===== config.mk =====
export PLATFORM = sky130hd
export DESIGN_NAME = tcb_img_stream_packer
export DESIGN_NICKNAME = d
export VERILOG_FILES = /design/src/rtl/tcb_pkg.sv /design/src/rtl/tcb_img_slot.sv /design/src/rtl/tcb_img_stream_packer.sv
export SDC_FILE = /design/constraint.sdc
export NUM_CORES = 2
export LEC_CHECK = 0
export BUFFER_PORTS_ARGS = -buffer_cell sky130_fd_sc_hd__clkbuf_2
export CAP_MARGIN = 20
export CORE_ASPECT_RATIO = 1.1
export CORE_MARGIN = 8
export CORE_UTILIZATION = 34
export CTS_CLUSTER_SIZE = 40
export DETAILED_ROUTE_END_ITERATION = 10
export PLACE_DENSITY = 0.54
export SLEW_MARGIN = 20
export SYNTH_ARGS = -nofsm -noshare
export SYNTH_HDL_FRONTEND = slang
export SYNTH_SLANG_ARGS = --single-unit

===== constraint.sdc =====
create_clock -name clk -period 4 [get_ports clk]
set_input_delay 0.8 -clock clk [delete_from_list [all_inputs] [get_ports clk]]
set_output_delay 0.8 -clock clk [all_outputs]
set_load 0.01 [all_outputs]

===== src/rtl/tcb_pkg.sv =====
// ----------------------------------------------------------------------------
// tcb_pkg
// Shared definitions for the TCB image stream packer:
//   - default image geometry and the derived constants NPIX / IMG_BITS / NBEATS
//   - constant functions to re-derive those for any parameterisation
//   - pix_msb(): bit position of pixel n inside the packed image vector
//   - wr_state_e: write-side FSM states
// ----------------------------------------------------------------------------
package tcb_pkg;

    localparam int IMG_W_DEF    = 11;
    localparam int IMG_H_DEF    = 11;
    localparam int PIX_W_DEF    = 8;
    localparam int BEAT_PIX_DEF = 4;

    localparam int NPIX     = IMG_W_DEF * IMG_H_DEF;
    localparam int IMG_BITS = NPIX * PIX_W_DEF;
    localparam int NBEATS   = (NPIX + BEAT_PIX_DEF - 1) / BEAT_PIX_DEF;

    // Number of input beats needed to carry npix pixels (ceiling division).
    function automatic int calc_nbeats(input int npix, input int beat_pix);
        return (npix + beat_pix - 1) / beat_pix;
    endfunction

    // Width of a beat index counter; never narrower than one bit.
    function automatic int calc_bidx_w(input int nbeats);
        return (nbeats > 1) ? $clog2(nbeats) : 1;
    endfunction

    // Pixel 0 sits in the most significant bits of the image vector.
    function automatic int pix_msb(input int n, input int img_bits, input int pix_w);
        return img_bits - 1 - n * pix_w;
    endfunction

    typedef enum logic {
        FILL  = 1'b0,
        DRAIN = 1'b1
    } wr_state_e;

endpackage


===== src/rtl/tcb_img_slot.sv =====
// ----------------------------------------------------------------------------
// tcb_img_slot
// One complete image buffer. Each pixel register is written when the current
// beat index matches the beat that carries that pixel. Pixels of the final
// beat that lie beyond NPIX have no register, so they are simply ignored.
//
// Ports:
//   clk, rst_n  clock and asynchronous active-low reset
//   we          write the pixels carried by the current beat
//   beat_idx    index of the beat being written
//   beat_data   BEAT_PIX pixels; pixel k in bits [k*PIX_W +: PIX_W]
//   img         packed image; pixel n in [IMG_BITS-1-n*PIX_W -: PIX_W]
// ----------------------------------------------------------------------------
module tcb_img_slot
    import tcb_pkg::*;
#(
    parameter int NPIX     = tcb_pkg::NPIX,
    parameter int PIX_W    = 8,
    parameter int BEAT_PIX = 4,
    parameter int BIDX_W   = 5
) (
    input  logic                      clk,
    input  logic                      rst_n,
    input  logic                      we,
    input  logic [BIDX_W-1:0]         beat_idx,
    input  logic [BEAT_PIX*PIX_W-1:0] beat_data,
    output logic [NPIX*PIX_W-1:0]     img
);

    localparam int SLOT_BITS = NPIX * PIX_W;

    for (genvar n = 0; n < NPIX; n++) begin : g_pix
        localparam int                MSB   = pix_msb(n, SLOT_BITS, PIX_W);
        localparam int                LANE  = (n % BEAT_PIX) * PIX_W;
        localparam logic [BIDX_W-1:0] BEAT  = BIDX_W'(n / BEAT_PIX);

        logic [PIX_W-1:0] pix_q;

        // NOTE: the image store is an array of plain flops rather than a RAM,
        // so it is reset; that keeps img_source deterministic after reset.
        always_ff @(posedge clk or negedge rst_n) begin
            if (!rst_n) begin
                pix_q <= '0;
            end else if (we && (beat_idx == BEAT)) begin
                // NOTE: state is updated with non-blocking assignments so every
                // flop samples values from before the clock edge.
                pix_q <= beat_data[LANE +: PIX_W];
            end
        end

        assign img[MSB -: PIX_W] = pix_q;
    end

endmodule


===== src/rtl/tcb_img_stream_packer.sv =====
// ----------------------------------------------------------------------------
// tcb_img_stream_packer
// Assembles an AXI-Stream pixel stream into complete IMG_H x IMG_W images and
// hands them to the classifier over a valid/ready handshake. Two image slots
// work ping-pong so one frame can fill while the other is being consumed.
// Frames whose length disagrees with TLAST are dropped; after a long frame
// the input is drained until the next TLAST.
//
// Ports:
//   clk, rst_n      clock and asynchronous active-low reset
//   s_axis_tdata    pixel beat; pixel k in bits [k*PIX_W +: PIX_W]
//   s_axis_tvalid   beat valid
//   s_axis_tready   beat accepted when tvalid & tready
//   s_axis_tlast    last beat of a frame
//   img_source      assembled image from the read slot (0 when empty)
//   valid_top       an image is available
//   ready_top       classifier consumes the image on valid_top & ready_top
//   frame_cnt       images delivered, wraps
//   err_cnt         frames dropped, saturates
//   err_sticky      set on any framing error
//   clr_err         synchronous clear of err_cnt / err_sticky
// ----------------------------------------------------------------------------
module tcb_img_stream_packer
    import tcb_pkg::*;
#(
    parameter int IMG_W    = 11,
    parameter int IMG_H    = 11,
    parameter int PIX_W    = 8,
    parameter int BEAT_PIX = 4,
    parameter int CNT_W    = 16
) (
    input  logic                            clk,
    input  logic                            rst_n,
    input  logic [BEAT_PIX*PIX_W-1:0]       s_axis_tdata,
    input  logic                            s_axis_tvalid,
    output logic                            s_axis_tready,
    input  logic                            s_axis_tlast,
    output logic [IMG_W*IMG_H*PIX_W-1:0]    img_source,
    output logic                            valid_top,
    input  logic                            ready_top,
    output logic [CNT_W-1:0]                frame_cnt,
    output logic [CNT_W-1:0]                err_cnt,
    output logic                            err_sticky,
    input  logic                            clr_err
);

    localparam int N_PIX   = IMG_W * IMG_H;
    localparam int N_BITS  = N_PIX * PIX_W;
    localparam int N_BEATS = calc_nbeats(N_PIX, BEAT_PIX);
    localparam int BIDX_W  = calc_bidx_w(N_BEATS);

    localparam logic [BIDX_W-1:0] LAST_BEAT = BIDX_W'(N_BEATS - 1);

    wr_state_e         state, state_d;
    logic [BIDX_W-1:0] beat_idx, beat_idx_d;
    logic              rst_done;
    logic              wr_sel, rd_sel;
    logic [1:0]        occ;
    logic              tready_c;
    logic              fill_we;
    logic              frame_done;
    logic              frame_err;
    logic              consume;
    logic [N_BITS-1:0] slot_img [2];

    // tready is held low until the first clock after reset release.
    always_ff @(posedge clk or negedge rst_n) begin
        if (!rst_n) rst_done <= 1'b0;
        else        rst_done <= 1'b1;
    end

    // ------------------------------------------------------------------
    // Write FSM
    // ------------------------------------------------------------------
    always_ff @(posedge clk or negedge rst_n) begin
        if (!rst_n) begin
            state    <= FILL;
            beat_idx <= '0;
        end else begin
            state    <= state_d;
            beat_idx <= beat_idx_d;
        end
    end

    always_comb begin
        // NOTE: every output of this block gets a default first, so no path
        // leaves a signal unassigned and no latch is inferred.
        state_d    = state;
        beat_idx_d = beat_idx;
        tready_c   = 1'b0;
        fill_we    = 1'b0;
        frame_done = 1'b0;
        frame_err  = 1'b0;

        unique case (state)
            FILL: begin
                // Stalling only at beat 0 guarantees a started frame always
                // has a free slot to land in.
                tready_c = rst_done && ((occ != 2'd2) || (beat_idx != '0));
                if (s_axis_tvalid && tready_c) begin
                    fill_we = 1'b1;
                    if (beat_idx == LAST_BEAT) begin
                        beat_idx_d = '0;
                        if (s_axis_tlast) begin
                            frame_done = 1'b1;
                        end else begin
                            frame_err = 1'b1;
                            state_d   = DRAIN;
                        end
                    end else if (s_axis_tlast) begin
                        frame_err  = 1'b1;
                        beat_idx_d = '0;
                    end else begin
                        beat_idx_d = beat_idx + 1'b1;
                    end
                end
            end
            DRAIN: begin
                tready_c = rst_done;
                if (s_axis_tvalid && tready_c && s_axis_tlast) begin
                    state_d    = FILL;
                    beat_idx_d = '0;
                end
            end
            default: begin
                state_d    = FILL;
                beat_idx_d = '0;
            end
        endcase
    end

    assign s_axis_tready = tready_c;

    // ------------------------------------------------------------------
    // Image slots
    // ------------------------------------------------------------------
    for (genvar i = 0; i < 2; i++) begin : g_slot
        tcb_img_slot #(
            .NPIX     (N_PIX),
            .PIX_W    (PIX_W),
            .BEAT_PIX (BEAT_PIX),
            .BIDX_W   (BIDX_W)
        ) u_slot (
            .clk       (clk),
            .rst_n     (rst_n),
            .we        (fill_we && (wr_sel == 1'(i))),
            .beat_idx  (beat_idx),
            .beat_data (s_axis_tdata),
            .img       (slot_img[i])
        );
    end

    // ------------------------------------------------------------------
    // Pointers, occupancy and frame counter
    // ------------------------------------------------------------------
    assign valid_top  = (occ != 2'd0);
    assign consume    = valid_top && ready_top;
    assign img_source = valid_top ? slot_img[rd_sel] : '0;

    always_ff @(posedge clk or negedge rst_n) begin
        if (!rst_n) begin
            wr_sel    <= 1'b0;
            rd_sel    <= 1'b0;
            occ       <= 2'd0;
            frame_cnt <= '0;
        end else begin
            if (frame_done) wr_sel <= ~wr_sel;
            if (consume) begin
                rd_sel    <= ~rd_sel;
                frame_cnt <= frame_cnt + 1'b1;
            end
            // Completion and consume in the same cycle cancel out.
            unique case ({frame_done, consume})
                2'b10:   occ <= occ + 2'd1;
                2'b01:   occ <= occ - 2'd1;
                default: occ <= occ;
            endcase
        end
    end

    // ------------------------------------------------------------------
    // Error reporting; a new error wins over a simultaneous clear.
    // ------------------------------------------------------------------
    always_ff @(posedge clk or negedge rst_n) begin
        if (!rst_n) begin
            err_cnt    <= '0;
            err_sticky <= 1'b0;
        end else if (frame_err) begin
            err_sticky <= 1'b1;
            if (clr_err)             err_cnt <= CNT_W'(1);
            else if (err_cnt != '1)  err_cnt <= err_cnt + 1'b1;
        end else if (clr_err) begin
            err_cnt    <= '0;
            err_sticky <= 1'b0;
        end
    end

endmodule


==> Yosys cells after proc, flatten, opt, wreduce, memory -nomap -nowiden <==
Index checks and enable logic that the tools add are counted.
{ "classes": {"add_sub_neg": 5, "magnitude_cmp": 1, "n_eq_ne": 36, "mux": 31, "n_bitwise": 4, "n_reduce_logical": 78} }
{ "op_table": {"columns": ["operator", "count"], "rows": [
  ["$mux 968", 4],
  ["$eq 5x5->1 const B", 15],
  ["$logic_and 1x1->1", 69],
  ["$mux 16", 4],
  ["$eq 5x4->1 const B", 8],
  ["$add 16x1->16 const B", 2],
  ["$eq 5x3->1 const B", 4],
  ["$mux 5", 4],
  ["$ne 16x16->1 const B", 1],
  ["$mux 1", 15],
  ["$eq 5x2->1 const B", 2],
  ["$pmux 5 s2", 1],
  ["$reduce_bool 2->1", 4],
  ["$add 5x1->5 const B", 1],
  ["$eq 5x1->1 const B", 1],
  ["$logic_not 5->1", 1],
  ["$reduce_bool 5->1", 1],
  ["$ne 2x2->1 const B", 2],
  ["$pmux 1 s2", 2],
  ["$pmux 2 s2", 1],
  ["$reduce_and 2->1", 2],
  ["$not 1->1", 3],
  ["$add 2x1->2 const B", 1],
  ["$eq 2x1->1 const B", 1],
  ["other kinds (6)", 6]
]} }
{ "totals": {"reg_bits": 1980, "out_inout_bits": 1003, "word_cells": 406} }

==> Depth between registers and ports, before layout <==
{ "depth": {"ltp_word": 8, "depth_mapped": 10, "mapped_depth_nobuf": 9} }

==> Hierarchy <==
A second synthesis with hierarchy kept.
{ "hier_totals": {"hier_cells": 6735, "hier_area_um2": 89006.6} }
{ "modules_own_cells": {"columns": ["mod", "n_inst", "cells_each", "area_per_inst_um2", "seq_area_each_um2"], "rows": [
  ["tcb_img_slot", 2, 2176, 36228.5, 24223.2],
  ["tcb_img_stream_packer", 1, 2383, 16549.6, 1101.1]
]} }

==> Least setup slack after synthesis <==
OpenSTA, ideal clock, no wires.
{ "synth_timing": {"path_kind": "reg-to-reg", "startpoint": "reg beat_idx[0]", "endpoint": "reg err_cnt[11]", "setup_ps": 125, "t_arrival_ps": 2695, "t_required_ps": 3875, "slack_ps": 1180, "stages_incl_launch_ff": 11, "cell_sequence": "dfrtp_1 inv_1 ha_1 buf_1 and4_1 ha_1 nor4bb_1 o21ai_1 a21oi_2 nand4_1 mux2_2"} }
{ "synth_via": {"elab_chain_cells": 8, "word_cells_on_any_way": 11, "cone_classes": "eq/ne: 1; mux: 4; reduce/logical: 6"} }
{ "synth_rtl": {"columns": ["element", "line_no", "rtl"], "rows": [
  ["from (decl)", "tcb_img_stream_packer.sv:55", "logic [BIDX_W-1:0] beat_idx, beat_idx_d;"],
  ["from (signal assigned)", "tcb_img_stream_packer.sv:81", "beat_idx <= beat_idx_d;"],
  ["$reduce_bool 5->1", "tcb_img_stream_packer.sv:99", "tready_c = rst_done && ((occ != 2'd2) || (beat_idx != '0));"],
  ["$logic_or 1x1->1", "tcb_img_stream_packer.sv:99", null],
  ["$logic_and 1x1->1", "tcb_img_stream_packer.sv:99", null],
  ["$logic_and 1x1->1", "tcb_img_stream_packer.sv:100", "if (s_axis_tvalid && tready_c) begin"],
  ["$mux 1 (*)", "tcb_img_stream_packer.sv:100", null],
  ["$mux 1 (*)", "tcb_img_stream_packer.sv:95", "unique case (state)"],
  ["$reduce_bool 2->1 (no source line)", null, null],
  ["$reduce_and 2->1 (no source line)", null, null],
  ["to (signal assigned)", "tcb_img_stream_packer.sv:191", "else if (err_cnt != '1) err_cnt <= err_cnt + 1'b1;"],
  ["to (decl)", "tcb_img_stream_packer.sv:42", "output logic [CNT_W-1:0] err_cnt,"]
]} }
Every way passes the cells marked *; elsewhere a longest branch is shown, timed or not.
A chain may end at the register's enable or synchronous reset.

==> Final worst setup path <==
{ "layout_timing": {"startpoint": "reg occ[0]", "endpoint": "out img_source[568]"} }
{ "layout_via": {"elab_chain_cells": 2} }
{ "layout_rtl": {"columns": ["element", "line_no", "rtl"], "rows": [
  ["from (decl)", "tcb_img_stream_packer.sv:58", "logic [1:0] occ;"],
  ["from (signal assigned)", "tcb_img_stream_packer.sv:174", "2'b10: occ <= occ + 2'd1;"],
  ["from (signal assigned)", "tcb_img_stream_packer.sv:175", "2'b01: occ <= occ - 2'd1;"],
  ["$reduce_bool 2->1", "tcb_img_stream_packer.sv:156", "assign valid_top = (occ != 2'd0);"],
  ["$mux 968", "tcb_img_stream_packer.sv:158", "assign img_source = valid_top ? slot_img[rd_sel] : '0;"],
  ["to (decl)", "tcb_img_stream_packer.sv:38", "output logic [IMG_W*IMG_H*PIX_W-1:0] img_source,"]
]} }
Every way passes these cells.

==> results.cfg <==
[die]
die_w_um = 504
die_y_um = 553
std_cell_rows = 197
start_util_pct = 34.1
dieArea_um2 = 279000
ios = 1041
core_um2 = 261000

[power_and_ir_drop]
p_leak_uw = 0.0501
ir_drop_uv = 380
power-per-cell-area_nw_per_um2 = 416
power.total_uw = 44300

[grt]
antenna_found_initial = 29
grt_pass1_vias = 60664
grt_max_degree = 146
track_usage_pct = 22.2
grt_pass1_wl_um = 459000
overflow = 0

[timing]
finalCritPeriodShare_pct = 94.4
setup_tns_ps = 0
worst_pin_slew_ps = 1140
clock_skew_ps = 56.7
hold_viol_final = 0
rsz0062_at_grt = false
slew_headroom_pct = 23.9
setup_viol = 0
final_max_slew_viol_count = 0
fmax_ghz = 0.265
min_period_ps = 3780

[placed_design]
placed_cells = 10898
place_congestion = 0.795
numPortBuffers = 1040
dp_hpwl_um = 211000

[logic_synthesis]
netlist_area_um2 = 89000
synth_warnings = 0
synth-seq-cells = 1980
async_flop_share_pct = 100
synth_nets = 6774
synth_edf_count = 0
netlist_instances = 6726
ys_seq_area_share_pct = 55.6
syn_avg_cell_area_um2 = 13.2
ys_types = 54
ys.flop_type = dfrtp_1

[setup_path]
rr_worst_depth = 7
start_kind = register
critical-path-max-stage-delay_ps = 500
cp.arrival_ps = 2980
crit_end = img_source[568]
path_cells = nor2_4, buf_12, buf_12, nor2_1, clkbuf_2
r2r_start = beat_idx[2]
cp_common_cell = buf_12
required_ps = 3200
path_class = register to output port
crit_start = occ[0]
crit_path_max_fanout = 145
crit_slowest_cell = dfrtp_1
rrSetupSlack_ps = 480
r2r_end = err_cnt[11]
crit_path_end_kind = output port

[cells_and_area]
fill_cells = 24702
areaGrowthSynthToFinish_pct = 19.6
layout.cells.non_filler = 11302
fin_util_pct = 40.8
final_nets = 7687
final_layout_size_suffix_gt1_share_pct = 45.5

[cts]
htreeDepth = 4
clk_pin_slew_ps = 70
clk_path_buf_depth = 4
clk_latency_ps = 880
clockRootBuffer = clkbuf_16
cts_sinks = 1980
cts_buffers = 217
cts_tree = built
post_cts_resized = 0

[route]
vias = 58200
ant_nets = 0
via_per_inst = 5.15
dr.pass1.iters = 6
drt_iter0_markers = 3740
wl_um = 321000
drc_errors = 0
wl_per_cell_um = 28.4

[worst_hold_path]
hold_class = input pin to register
hold_start = s_axis_tlast

[status]
outcome = finished, final reports clean

[job]
max_cap_viol_count = 0
==> area by class of cell <==
class	instances	area [um^2]	area share, %
multi-input combinational	4124	37000	34.8
clock inverter	59	779	0.732
inverter	11	41.3	0.0388
sequential	1980	49600	46.5
antenna	14	35.0	0.0329
tap	3482	4360	4.09
timing repair buffer	1305	8230	7.73
clock buffer	327	6490	6.10
==> cell usage after synthesis, drive strengths merged (2+ instances only) <==
cell / number / share of area (%)
dfrtp: 1980 / 56
o2111ai: 2 / 0.020
nor3: 11 / 0.073
a211oi: 5 / 0.042
buf: 256 / 1.5
nand2: 29 / 0.12
a41oi: 2 / 0.020
nand4: 8 / 0.056
nor2: 1017 / 4.4
nor2b: 5 / 0.035
and3: 11 / 0.077
o21ai: 9 / 0.055
nand3: 44 / 0.31
clkbuf: 355 / 1.5
nand2b: 5 / 0.035
ha: 10 / 0.14
xnor2: 22 / 0.22
or3: 2 / 0.014
or2: 3 / 0.021
o31ai: 3 / 0.025
inv: 11 / 0.046
mux2: 1939 / 25
xor2: 6 / 0.059
mux2i: 969 / 11
a21oi: 5 / 0.032
==> per-stage QoR <==
| stage | setup slack, ps | hold WS [ps] | area, um^2 |
|---|---|---|---|
| floorplan | 1180 | 457 | 89000 |
| global placement | 183 | 466 | 99200 |
| detailed placement | 578 | 474 | 99200 |
| CTS | 15.2 | 85.7 | 106000 |
| global route | 47.7 | 157 | 106000 |
| finish | 224 | 200 | 107000 |
==> repair_timing <==
item / CTS / global route
setup buffers: 0 / 3
hold buffers: 1 / 0
setup endpoints to repair: 0 / 4
endpoints found under the hold margin: 21 / 0
==> critical path, delay by kind of cell (launching register included) <==
kind / cells / cell delay (ps)
buf+inv: 3 / 850
simple gates: 2 / 580
flops: 1 / 500
==> sequential cells by signal, indices dropped and copies added, names as in the netlist <==
name and count:
g_slot.u_slot.g_pix.pix_q 1936, err_cnt 16, frame_cnt 16, beat_idx 5
occ 2, err_sticky 1, rd_sel 1, rst_done 1
state 1, wr_sel 1
==> report_power, final <==
group / switching [uW] / total (uW) / internal (uW) / leakage (uW)
sequential: 357 / 21100 / 20800 / 0.0274
clock: 8390 / 20500 / 12100 / 0.00359
combinational: 1730 / 2700 / 970 / 0.0191
total: 10500 / 44300 / 33900 / 0.0501
==> placed cells by master (no fill, tap or decap), types with 4 or more instances in the layout <==
cell type and count:
dfrtp_1 1979, mux2_2 1830, clkbuf_2 1007, nor2_1 988, mux2i_1 969, buf_4 220, clkbuf_16 218, mux2_1 109
buf_12 76, clkbuf_8 63, clkbuf_1 46, clkinv_2 30, nand2_1 29, nor2_4 28, nand3_2 27, xnor2_1 22
nand3_1 17, bufinv_16 15, diode_2 14, inv_1 11, ha_1 10, and3_1 9, nor3_1 9, nand4_1 8
o21ai_0 6, xor2_1 6, a211oi_1 5, nor2b_1 4, a21oi_1 4, clkinvlp_4 4
==> cell families after synthesis <==
logic type                 count (synthesis)  share of synthesized area (%)
muxes                                   2908                           35.4
DFF                                     1980                           55.6
and+or+nand+nor                         1144                           5.21
buffers and inverters                    622                           3.05
AOI/OAI and AO/OA                         33                          0.264
xor gates and xnor gates                  28                          0.275
adders and majority gates                 10                          0.141
other                                      1                        0.00421
==> routing by layer <==
| layer | global-route usage, % | up-vias | wire length [um] | part of all wire, % |
|---|---|---|---|---|
| li1 | - | 25051 | - | - |
| met1 | 31.0 | 31074 | 145000 | 45 |
| met2 | 35.5 | 1694 | 148000 | 46 |
| met3 | 3.65 | 381 | 16900 | 5.3 |
| met4 | 6.74 | 0 | 10200 | 3.2 |
| met5 | 0 | - | 0 | 0 |
==> worst min-delay path by stage <==
| stage | to | depth (start not counted) |
|---|---|---|
| finish | state | 2 |
| global route | state | 2 |
| CTS | state | 2 |
| detailed placement | g_slot[0].u_slot.g_pix[60].pix_q[1] | 1 |
| global placement | frame_cnt[15] | 1 |
| floorplan | g_slot[0].u_slot.g_pix[104].pix_q[2] | 1 |
Power figures use the tool's default switching activity.
